`config.mk`:
```
export PLATFORM = sky130hd
export DESIGN_NAME = sync_fifo
export DESIGN_NICKNAME = d
export VERILOG_FILES = /design/src/rtl/lib_pkg.sv /design/src/rtl/fifo_mem.sv /design/src/rtl/sync_fifo.sv
export SDC_FILE = /design/constraint.sdc
export NUM_CORES = 1
export LEC_CHECK = 0
export BUFFER_PORTS_ARGS = -buffer_cell sky130_fd_sc_hd__buf_2
export CORE_AREA = 2 2 195 197
export DETAILED_ROUTE_END_ITERATION = 10
export DIE_AREA = 0 0 197 199
export GPL_ROUTABILITY_DRIVEN = 0
export GPL_TIMING_DRIVEN = 0
export PLACE_DENSITY = 0.83
export SYNTH_ARGS = -nofsm -noshare
export SYNTH_HDL_FRONTEND = slang
export SYNTH_SLANG_ARGS = --single-unit
```
`constraint.sdc`:
```
create_clock -name clock -period 3.1 [get_ports clock]
set_clock_uncertainty 0.15 [all_clocks]
set_input_delay 0.62 -clock clock [delete_from_list [all_inputs] [get_ports clock]]
set_output_delay 0.62 -clock clock [all_outputs]
set_load 0.005 [all_outputs]
```
`src/rtl/lib_pkg.sv`:
```
// Shared library definitions: FIFO parameter defaults and the pointer/count width helper,
// so other blocks can size buses that carry a FIFO occupancy.
package lib_pkg;

    localparam int FIFO_WIDTH_DEF    = 32;
    localparam int FIFO_DEPTH_DEF    = 16;
    localparam int FIFO_AE_LEVEL_DEF = 2;

    // Index bits plus one wrap bit; also wide enough to hold a count of 0..depth.
    function automatic int ptr_width(input int depth);
        return $clog2(depth) + 1;
    endfunction

endpackage

```
`src/rtl/fifo_mem.sv`:
```
// WIDTH x DEPTH storage array: synchronous write, asynchronous read.
// Generalised successor of the fixed 4096x32 memory.
module fifo_mem #(
    parameter int WIDTH = 32,
    parameter int DEPTH = 16,
    localparam int AW   = $clog2(DEPTH)
) (
    input  logic             clock,
    input  logic             i_we,
    input  logic [AW-1:0]    i_waddr,
    input  logic [WIDTH-1:0] i_wdata,
    input  logic [AW-1:0]    i_raddr,
    output logic [WIDTH-1:0] o_rdata
);

    logic [WIDTH-1:0] r_mem [DEPTH];

    // NOTE: storage has no reset so it maps onto RAM; <= keeps the write ordered like a flop.
    always_ff @(posedge clock) begin
        if (i_we) begin
            r_mem[i_waddr] <= i_wdata;
        end
    end

    assign o_rdata = r_mem[i_raddr];

endmodule

```
`src/rtl/sync_fifo.sv`:
```
// First-word-fall-through synchronous FIFO with valid/ready on both sides, count and flush.
// Define SYNC_FIFO_THRESH_EN to enable the almost_full/almost_empty comparators.
module sync_fifo
    import lib_pkg::*;
#(
    parameter int WIDTH    = FIFO_WIDTH_DEF,
    parameter int DEPTH    = FIFO_DEPTH_DEF,
    parameter int AF_LEVEL = DEPTH - 2,
    parameter int AE_LEVEL = FIFO_AE_LEVEL_DEF
) (
    input  logic                        clock,
    input  logic                        reset_L,
    input  logic                        flush,
    input  logic [WIDTH-1:0]            in_data,
    input  logic                        in_valid,
    output logic                        in_ready,
    output logic [WIDTH-1:0]            out_data,
    output logic                        out_valid,
    input  logic                        out_ready,
    output logic [ptr_width(DEPTH)-1:0] count,
    output logic                        almost_full,
    output logic                        almost_empty
);

    localparam int PW = ptr_width(DEPTH);
    localparam int AW = $clog2(DEPTH);

    logic [PW-1:0]    r_wr_ptr;
    logic [PW-1:0]    r_rd_ptr;
    logic [PW-1:0]    r_count;
    logic             w_in_ready;
    logic             w_out_valid;
    logic             w_push;
    logic             w_pop;
    logic [WIDTH-1:0] w_mem_rdata;

    // Handshake readiness comes from registered count only, never from the partner's valid/ready.
    assign w_in_ready  = (r_count != PW'(DEPTH));
    assign w_out_valid = (r_count != '0);
    assign w_push      = in_valid & w_in_ready;
    assign w_pop       = w_out_valid & out_ready;

    always_ff @(posedge clock or negedge reset_L) begin
        if (!reset_L) begin
            r_wr_ptr <= '0;
            r_rd_ptr <= '0;
            r_count  <= '0;
        end else if (flush) begin
            r_wr_ptr <= '0;
            r_rd_ptr <= '0;
            r_count  <= '0;
        end else begin
            if (w_push) r_wr_ptr <= r_wr_ptr + 1'b1;
            if (w_pop)  r_rd_ptr <= r_rd_ptr + 1'b1;
            case ({w_push, w_pop})
                2'b10:   r_count <= r_count + 1'b1;
                2'b01:   r_count <= r_count - 1'b1;
                default: r_count <= r_count;
            endcase
        end
    end

    fifo_mem #(
        .WIDTH (WIDTH),
        .DEPTH (DEPTH)
    ) u_mem (
        .clock   (clock),
        .i_we    (w_push & ~flush),
        .i_waddr (r_wr_ptr[AW-1:0]),
        .i_wdata (in_data),
        .i_raddr (r_rd_ptr[AW-1:0]),
        .o_rdata (w_mem_rdata)
    );

    assign in_ready  = w_in_ready;
    assign out_valid = w_out_valid;
    assign out_data  = w_out_valid ? w_mem_rdata : '0;
    assign count     = r_count;

`ifdef SYNC_FIFO_THRESH_EN
    localparam logic [PW-1:0] AF_CNT = PW'(AF_LEVEL);
    localparam logic [PW-1:0] AE_CNT = PW'(AE_LEVEL);

    assign almost_full  = (r_count >= AF_CNT);
    assign almost_empty = (r_count <= AE_CNT);
`else
    assign almost_full  = 1'b0;
    assign almost_empty = 1'b0;
`endif

endmodule

```
Word level (Yosys, flattened, before mapping). Memories as Yosys holds them, arrays and structs flattened. Cells that the tools add are included. Widths: inputs -> output; s select.

Bitwise gates (word level): 4. Add/subtract/negate cells: 4. Reduce and logical (&&, ||, !) cells: 4. Multiplexer cells: 9. Equal/unequal tests: 3.

Operators with widths (number): $mux 32 (1); $mux 5 (5); $add 5x1->5 const B (3); $pmux 5 s2 (1); $ne 5x5->1 const B (1); $reduce_bool 5->1 (1); $sub 5x1->5 const B (1); $reduce_bool 2->1 (2); $and 1x1->1 (3); $reduce_bool 3->1 (1); $eq 2x1->1 const B (1); $eq 2x2->1 const B (1); $mux 1 (2); $not 1->1 (1).

Bits of input ports: 37. Register bits: 15. RAM bits: 512. Memories kept: 1. Logic and storage cells: 28. Output and inout bits: 41.

Memory list: u_mem.r_mem (words 16, width 32, read ports 1, clocked after Yosys merged registers in 0, wr ports 1, line fifo_mem.sv:16) `logic [WIDTH-1:0] r_mem [DEPTH];`.

Logic depth before layout (Yosys ltp). Gate-level depths: netlist of run 1.

Depth in word-level cells: 5. Mapped depth: 10. Depth with buffers taken out: 9.

By module. Synthesis of run 1 repeated with hierarchy kept, for this count alone.

Cell total of the unflattened synthesis: 939. Area, all modules: 20333.3 sq um.

Modules (own cells, without submodules): fifo_mem (sequential area each 15374.7 sq um, cells an instance 806, times used 1, area each 19213.4 sq um); sync_fifo (sequential area each 325.3 sq um, cells an instance 133, times used 1, area each 1119.8 sq um).

Worst setup path after synthesis of run 1. Ideal clock, no wire load.

Kind: input to register. From: in flush. To: mem u_mem.r_mem[5][0] (enable). Path buffers: 1. Data arrival time: 2.659 ns. Required time: 2.529 ns. Stages on the path: 3. Library setup time: 0.421 ns. Setup slack: -0.131 ns. Cells stage by stage: clkbuf_1 or3b_2 nor2_1.

Word-level cells in the longest chain between the ends: 4.

RTL lines: start: declaration (line sync_fifo.sv:13) `input logic flush,`; $not 1->1 (line sync_fifo.sv:68) `.i_we (w_push & ~flush),`; $and 1x1->1 (line sync_fifo.sv:68); $mux 1 (line fifo_mem.sv:20) `if (i_we) begin`; $mux 1 (implied by the code) (line fifo_mem.sv:21) `r_mem[i_waddr] <= i_wdata;`; end: declaration (line fifo_mem.sv:16).

No other way between the ends.

Final worst setup path of run 1.
From: reg r_rd_ptr[0]. To: out out_data[18].

Word-level cells in the longest chain between the ends: 2.

RTL lines: start: declaration (line sync_fifo.sv:29) `logic [PW-1:0] r_rd_ptr;`; start signal: assignment (line sync_fifo.sv:54) `if (w_pop) r_rd_ptr <= r_rd_ptr + 1'b1;`; $mem_v2 16x32; $mux 32 (line sync_fifo.sv:77) `assign out_data = w_out_valid ? w_mem_rdata : '0;`; end: declaration (line sync_fifo.sv:17) `output logic [WIDTH-1:0] out_data,`.

No other way between the ends.

==> impl_metrics.json, run 1 <==
{
  "status": "finished, violations left",
  "violations": "setup timing",
  "grt_usage_pct": 24.5,
  "cts_tree": "done",
  "async_flop_share_pct": 2.48,
  "final_layout_size_suffix_gt1_share_pct": 38.9,
  "synth_area_um2": 20300,
  "drcViolationCount": 0,
  "clk_latency_ns": 0.56,
  "htree_num_levels": 2,
  "drt-total-wl_mm": 50.6,
  "rrSetupSlack_ns": 0.11,
  "cp-start-kind": "flip-flop",
  "cp.arrival_ns": 2.51,
  "clock-sinks": 525,
  "antenna_found_initial": 0,
  "fp.coreArea_um2": 37100,
  "synth_most_common_cell": "edfxtp_1",
  "final.period_utilization_pct": 106,
  "dp_cells": 1459,
  "dp_hpwl_mm": 27.1,
  "die_h_um": 199,
  "area_growth_pct": 20.7,
  "yosys_warnings": 0,
  "die_area_um2": 39200,
  "wl_per_cell_um": 32.1,
  "clkSlewWorstSetupHoldPaths_ns": 0.07,
  "yosys-top-cells-count": "512 x edfxtp_1, 128 x mux4_2, 67 x mux2i_1, 32 x o22ai_1, 28 x nor2_1",
  "end_kind": "output port",
  "fin_setup_tns_ns": -3.66,
  "critPathRequiredTime_ns": 2.33,
  "critPathKind": "reg2out",
  "fin_cells": 1575,
  "synth-seq-cells": 525,
  "synth_top_flop_cell": "edfxtp_1",
  "die_x_um": 197,
  "hp-class": "in2reg",
  "grt_overflow_total": 0,
  "place_ws_ns": -0.198,
  "rows": 71,
  "grt_pass1_vias": 10500,
  "synth_top_area_cell": "edfxtp_1",
  "synth_top_area_share_pct": 75.8,
  "grt_max_degree": 25,
  "final_util_pct": 65.9,
  "slowest_delay_ns": 0.56,
  "p_leak_nw": 7.72,
  "worst_pin_slew_ns": 0.965,
  "vias_per_cell": 6.61,
  "path_common_cell": "buf_12",
  "synth.distinct_cells": 39,
  "grt_pass1_wl_mm": 68.3,
  "num_vias": 10400,
  "io_pins": 78,
  "path_cells": "buf_12 > buf_16 > buf_12 > mux4_2 > mux2i_2 > o22ai_2 > buf_2",
  "setup_viol": 32,
  "period_minus_slack_ns": 3.28,
  "cts-root-buf": "clkbuf_16",
  "setup_slack_ns": -0.183,
  "drt.antenna.violating_nets": 0,
  "drt-pass1-iter-count": 6,
  "antennaDiodeCount": 0,
  "final_hold_viol_count": 0,
  "p_total_mw": 19.3,
  "nets": 1104,
  "power_density_nw_per_um2": 788,
  "peakVddDrop_mv": 0.601,
  "maxSlewHeadroom_pct": 35.6,
  "initial_core_util_pct": 54.6,
  "path_max_fanout": 6,
  "slowest_stage": "mux4_2",
  "cts_buffers": 51,
  "clockBufferDepth": 3,
  "yosysSeqAreaShare_pct": 77.4,
  "rsz0062_at_grt": "true",
  "syn_area_per_cell_um2": 22.7,
  "maxSlewViolCount": 0,
  "drv_cap": 0,
  "synth_area_leaders": "edfxtp_1 76%, mux4_2 14%, mux2i_1 3.3%",
  "drtIter0Drc": 1212,
  "fmax_mhz": 305,
  "synth-edff-count": 512,
  "io_buffers": 73,
  "synth_cells": 895
}
## critical path: cells and delay by family, from the launching register on
| kind | cells | cell delay (ns) |
|---|---|---|
| AOI/OAI and AO/OA | 1 | 0.13 |
| buffers and inverters | 4 | 0.59 |
| DFF | 1 | 0.42 |
| muxes | 2 | 0.80 |
## state kept, by name, indices dropped and copies added, names as in the netlist
name and flops:
r_wr_ptr 4, r_rd_ptr 4, count 5, u_mem.r_mem 512
## cells by family (layout without fill, tap and decap cells)
family                     Yosys count  after routing  synth area share, %
AOI/OAI and AO/OA                   51             51                 1.72
xor gates and xnor gates             9              9                0.389
adders and majority gates            7              7                0.432
buffers and inverters               54            259                 1.21
DFF                                525            525                 77.4
muxes                              195            195                 17.5
other                                1              2               0.0185
and+or+nand+nor                     53             53                 1.26
## layer usage
| layer | track usage [%] | vias up | wire length (um) |
|---|---|---|---|
| li1 | - | 4114 | - |
| met1 | 31.0 | 5485 | 17700 |
| met2 | 43.4 | 679 | 27000 |
| met3 | 3.48 | 126 | 4240 |
| met4 | 9.19 | 0 | 1720 |
| met5 | 0 | - | 0 |
## through the flow
| step | hold WS (ns) | cell area, um^2 |
|---|---|---|
| 4_1_cts | 0.261 | 23900 |
| 5_1_grt | 0.269 | 24500 |
| 3_5_place_dp | 0.375 | 21800 |
| 6_report | 0.270 | 24500 |
| 3_3_place_gp | 0.370 | 21300 |
| 2_1_floorplan | 0.174 | 20300 |
## placed cells by master (no fill, tap or decap), drive strengths merged, types with 2 or more instances in the layout
cell type	Yosys	layout
a21oi	8	8
buf	37	136
bufinv	0	3
clkbuf	13	87
clkinv	0	26
conb	1	2
dfrtp	13	13
edfxtp	512	512
ha	7	7
inv	4	5
mux2i	67	67
mux4	128	128
nand2	9	9
nand2b	2	2
nand3	4	4
nor2	28	28
o21ai	3	3
o22ai	32	32
or3	4	4
xor2	8	8
## report_power, final
| group | internal, mW | total, mW | switching (mW) |
|---|---|---|---|
| logic | 2.69 | 5.28 | 2.59 |
| clock network | 3.32 | 5.94 | 2.63 |
| registers | 7.93 | 8.05 | 0.117 |
## timing repair
| action | CTS | global route |
|---|---|---|
| pin swaps | 3 | 27 |
| hold buffers | 1 | 0 |
| resized for setup | 142 | 56 |
| gates cloned | 2 | 11 |
| hold endpoints to repair | 13 | 0 |
| endpoints found under the setup margin | 32 | 39 |
| setup buffers | 6 | 4 |
## worst paths after layout
check,endpoint,depth (start not counted),start
setup / recovery,out_data[18],7,r_rd_ptr[0]
hold / removal,count[4],2,flush
setup reg to reg,u_mem.r_mem[15][11],6,count[0]
hold reg to reg,r_wr_ptr[3],2,r_wr_ptr[3]
max in group asynchronous,count[2],2,reset_L
min in group asynchronous,r_rd_ptr[2],2,reset_L
## cell type report
| cell class | instances | area [um^2] |
|---|---|---|
| fill | 2242 | 12700 |
| buffer | 48 | 558 |
| inverter | 4 | 15.0 |
| timing repair buffer | 113 | 1220 |
| tap | 474 | 593 |
| clock buffer | 63 | 1340 |
| clock inverter | 31 | 225 |
| multi-input combinational | 317 | 4800 |
| sequential | 525 | 15700 |
No activity file was read; power rests on OpenSTA's default activity.
==> run 2, diff against run 1 <==
--- a/config.mk
+++ b/config.mk
@@ -11,6 +11,7 @@
 export DIE_AREA = 0 0 197 199
 export GPL_ROUTABILITY_DRIVEN = 0
 export GPL_TIMING_DRIVEN = 0
+export MAX_ROUTING_LAYER = met4
 export PLACE_DENSITY = 0.83
 export SYNTH_ARGS = -nofsm -noshare
 export SYNTH_HDL_FRONTEND = slang
==> run 2 against run 1 <==
Compared with the run above: the flow still finishes with violations (setup timing); cell area down 0.16%; setup slack worse by 0.0086 ns; wire length down 0.12%; die area unchanged; clock-buffer cell count unchanged; utilization down 0.10 points; clock power about the same; final cell count up 0.13%; critical endpoint is now out_data[27]; largest cell class unchanged.
==> impl_metrics.json, run 2 (synthesis gave the netlist of run 1 again) <==
{
  "final.period_utilization_pct": 106,
  "holdWs_ns": 0.257,
  "p_total_mw": 19.2,
  "place_area_um2": 21800,
  "setup_slack_ns": -0.191,
  "layout_common_cells": "512 x edfxtp_1, 128 x mux4_2, 79 x buf_2",
  "rows": 71,
  "place_ws_ns": -0.198,
  "antenna_found_initial": 0,
  "rrSetupSlack_ns": 0.09,
  "critPathKind": "reg2out",
  "cts_tree": "done",
  "clkSlewWorstSetupHoldPaths_ns": 0.06,
  "final_hold_viol_count": 0,
  "power_density_nw_per_um2": 786,
  "final_layout_size_suffix_gt1_share_pct": 38.4,
  "grt_pass1_wl_mm": 68.4,
  "final_area_um2": 24400,
  "drv_cap": 0,
  "multi_input_area_um2": 4760,
  "antennaDiodeCount": 0,
  "wl_per_cell_um": 32.0,
  "drt-pass1-iter-count": 5,
  "final_util_pct": 65.8,
  "maxSlewViolCount": 0,
  "grt_overflow_total": 0,
  "grt_pass1_vias": 10500,
  "path_common_cell": "buf_16",
  "die_h_um": 199,
  "maxSlewHeadroom_pct": 34.0,
  "slowest_delay_ns": 0.51,
  "nets": 1106,
  "cp-start-kind": "flip-flop",
  "grt_usage_pct": 25.2,
  "cts_buffers": 51,
  "period_minus_slack_ns": 3.29,
  "io_pins": 78,
  "drtIter0Drc": 1083,
  "top_register": "u_mem.r_mem",
  "path_cells": "buf_12 > buf_16 > buf_16 > mux4_2 > mux2i_1 > o22ai_1 > buf_2",
  "setup_viol": 32,
  "clockBufferDepth": 3,
  "drt.antenna.violating_nets": 0,
  "status": "finished, violations left",
  "area_growth_pct": 20.5,
  "num_vias": 10300,
  "dp_hpwl_mm": 27.1,
  "fp.coreArea_um2": 37100,
  "cts-root-buf": "clkbuf_16",
  "fmax_mhz": 304,
  "p_leak_nw": 7.71,
  "initial_core_util_pct": 54.6,
  "peakVddDrop_mv": 0.619,
  "htree_num_levels": 2,
  "drt-total-wl_mm": 50.5,
  "area.sequential_um2": 15700,
  "fill_cells": 2252,
  "drcViolationCount": 0,
  "end_kind": "output port",
  "die_area_um2": 39200,
  "worst_pin_slew_ns": 0.989,
  "clk_latency_ns": 0.57,
  "path_max_fanout": 6,
  "die_x_um": 197,
  "io_buffers": 73,
  "hp-class": "in2reg",
  "final_common_cell": "edfxtp_1",
  "largest_reg_flops": 512,
  "cp.arrival_ns": 2.52,
  "slowest_stage": "mux4_2",
  "vias_per_cell": 6.52,
  "rsz0062_at_grt": "true",
  "violations": "setup timing",
  "clock-sinks": 525,
  "critPathRequiredTime_ns": 2.33,
  "grt_max_degree": 25
}
run 2: cell types whose count changed in the layout (fill, tap and decap cells not counted), sizes merged:
| cell | delta |
|---|---|
| buf | +3 |
| clkbuf | -1 |
run 2: where the power goes:
part	switching [mW]	total [mW]	internal (mW)
registers	0.115	8.05	7.93
logic	2.58	5.24	2.66
clock network	2.60	5.91	3.32
total	5.29	19.2	13.9
run 2: layout make-up:
type	instances	area share [%]
well taps	474	2.43
flip-flops and latches	525	64.3
clock buffers	63	5.50
inverters	4	0.0615
multi-input cells	317	19.5
plain buffers	48	2.20
clock inverters	31	0.922
repair buffers	115	5.09
run 2: what timing repair did:
item,4_1_cts,5_1_grt
resized for setup,142,44
hold buffers,1,0
pin swaps,3,25
gates cloned,2,11
setup buffers,6,6
setup endpoints to repair,32,39
hold endpoints to repair,13,0
run 2: metrics by stage:
step / cells / setup TNS (ns)
after floorplan: 896 / -13.82
after global placement: 1443 / -592.37
after detailed placement: 1459 / -3.21
after CTS: 1561 / -3.49
after global routing: 1577 / -5.73
final: 1577 / -3.97
run 2: layer usage:
| metal | wire [um] | GRT usage [%] | vias to the layer above | part of all wire, % |
|---|---|---|---|---|
| met5 | 0 | - | - | 0 |
| met4 | 1740 | 9.02 | 0 | 3.4 |
| met3 | 4180 | 3.32 | 122 | 8.3 |
| met2 | 27000 | 43.4 | 610 | 53 |
| met1 | 17600 | 31.2 | 5438 | 35 |
| li1 | - | - | 4111 | - |
run 2: critical path: cells and delay by family, from the launching register on:
kind / cells / cell delay, ns
AOI/OAI and AO/OA: 1 / 0.14
buffers and inverters: 4 / 0.64
DFF: 1 / 0.42
muxes: 2 / 0.72
run 2: final timing paths:
path,startpoint,endpoint,cells after the start
max,r_rd_ptr[0],out_data[27],7
min,flush,count[4],2
max reg2reg,count[0],u_mem.r_mem[3][11],6
min reg2reg,r_wr_ptr[3],r_wr_ptr[3],2
max in group asynchronous,reset_L,count[2],2
min in group asynchronous,reset_L,r_rd_ptr[3],2
==> run 3, diff against run 2 <==
--- a/config.mk
+++ b/config.mk
@@ -16,3 +16,4 @@
 export SYNTH_ARGS = -nofsm -noshare
 export SYNTH_HDL_FRONTEND = slang
 export SYNTH_SLANG_ARGS = --single-unit
+export TNS_END_PERCENT = 10
==> run 3 against run 2 <==
Compared with the run above: worst hold slack improved by 0.030 ns; critical path type unchanged; cell area is 2.5% lower; sequential power about the same; largest cell class unchanged; via count is 2.3% lower; die area unchanged; the run still ends with setup timing left; critical endpoint is now out_data[2]; highest routed layer unchanged; critical path depth down 1.
==> impl_metrics.json, run 3 (synthesis gave the netlist of run 1 again) <==
{
  "p_leak_nw": 7.47,
  "status": "finished, violations left",
  "die_area_um2": 39200,
  "num_vias": 10000,
  "wl_per_cell_um": 30.6,
  "area_growth_pct": 17.4,
  "grt_pass1_vias": 10600,
  "maxSlewViolCount": 0,
  "p_total_mw": 18.5,
  "violations": "setup timing",
  "cp.arrival_ns": 2.54,
  "clock-sinks": 525,
  "worst_pin_slew_ns": 0.852,
  "drcViolationCount": 0,
  "final_area_um2": 23800,
  "final_util_pct": 64.1,
  "grt_max_degree": 21,
  "drtIter0Drc": 1076,
  "clkSlewWorstSetupHoldPaths_ns": 0.06,
  "final_common_cell": "edfxtp_1",
  "final_layout_size_suffix_gt1_share_pct": 35.1,
  "drt.antenna.violating_nets": 0,
  "final.period_utilization_pct": 107,
  "nets": 1084,
  "path_buf_inv": 3,
  "drv_cap": 0,
  "end_kind": "output port",
  "slowest_stage": "mux4_2",
  "hp-class": "in2reg",
  "cts-root-buf": "clkbuf_16",
  "clockBufferDepth": 3,
  "clk_latency_ns": 0.56,
  "place_ws_ns": -0.369,
  "rows": 71,
  "maxSlewHeadroom_pct": 43.2,
  "critPathRequiredTime_ns": 2.33,
  "fp.coreArea_um2": 37100,
  "fin_setup_tns_ns": -4.18,
  "final_hold_viol_count": 0,
  "top_register": "u_mem.r_mem",
  "dp_cells": 1459,
  "grt_overflow_total": 0,
  "antennaDiodeCount": 0,
  "cp-start-kind": "flip-flop",
  "cts_buffers": 50,
  "power_density_nw_per_um2": 777,
  "drt-pass1-iter-count": 5,
  "period_minus_slack_ns": 3.31,
  "layout_common_cells": "512 x edfxtp_1, 128 x mux4_2, 80 x buf_2",
  "vias_per_cell": 6.48,
  "drt-total-wl_mm": 47.5,
  "fin_cells": 1551,
  "grt_usage_pct": 25.5,
  "antenna_found_initial": 0,
  "cts_tree": "done",
  "largest_reg_flops": 512,
  "die_x_um": 197,
  "io_buffers": 73,
  "critPathTopFamily": "multiplexers",
  "rsz0062_at_grt": "true",
  "die_h_um": 199,
  "fmax_mhz": 302,
  "path_cells": "clkbuf_16 > buf_12 > mux4_2 > mux2i_2 > o22ai_1 > buf_2",
  "holdWs_ns": 0.287,
  "grt_pass1_wl_mm": 69.0,
  "place_area_um2": 21800,
  "htree_num_levels": 2,
  "setup_slack_ns": -0.211,
  "io_pins": 78,
  "dp_hpwl_mm": 27.5,
  "path_max_fanout": 10,
  "critPathKind": "reg2out",
  "slowest_delay_ns": 0.55,
  "peakVddDrop_mv": 0.626,
  "setup_viol": 32,
  "initial_core_util_pct": 54.6
}
-- run 3: area by class of cell --
type	count	area (um^2)
Clock inverter	25	240
Inverter	4	15.0
Clock buffer	64	1370
Fill cell	2347	13300
Sequential cell	525	15700
Buffer	49	497
Tap cell	474	593
Timing Repair Buffer	93	811
Multi-Input combinational cell	317	4580
-- run 3: worst reg2reg max path, stage by stage, from the launching register on --
cell,delay [ns]
dfrtp_1,0.39
buf_6,0.15
or4_4,0.50
o211a_1,0.29
xor2_1,0.16
ha_1,0.22
or3_2,0.43
a21oi_2,0.16
mux2i_1,0.09
or3_1,0.33
a21oi_1,0.15
-- run 3: what timing repair did --
action | CTS | global route
hold buffers | 1 | 0
endpoints found under the setup margin | 32 | 153
endpoints found under the hold margin | 13 | 0
pin swaps | 1 | 6
gates resized for setup | 121 | 19
gates cloned | 0 | 1
buffers inserted | 1 | 1
-- run 3: worst paths after layout --
| check | start | endpoint | slack (ns) | cells past startpoint |
|---|---|---|---|---|
| worst max-delay path | r_rd_ptr[0] | out_data[2] | -0.21 | 6 |
| min in group asynchronous | reset_L | r_wr_ptr[0] | 0.32 | 2 |
| worst min-delay path | flush | count[4] | 0.29 | 2 |
| worst max register to register | count[1] | count[4] | 0.01 | 10 |
| worst min register to register | r_rd_ptr[3] | r_rd_ptr[3] | 0.48 | 2 |
| max in group asynchronous | reset_L | count[3] | 2.22 | 2 |
-- run 3: metal layers --
layer / GRT usage (%) / wire, um / vias to the layer above
met3: 4.19 / 3780 / 114
met4: 8.47 / 1440 / 0
li1: - / - / 4056
met1: 32.4 / 17800 / 5241
met5: - / 0 / -
met2: 42.5 / 24500 / 635
-- run 3: power breakdown --
group / switching [mW] / internal, mW
logic: 2.24 / 2.15
clock network: 2.54 / 3.51
registers: 0.119 / 7.93
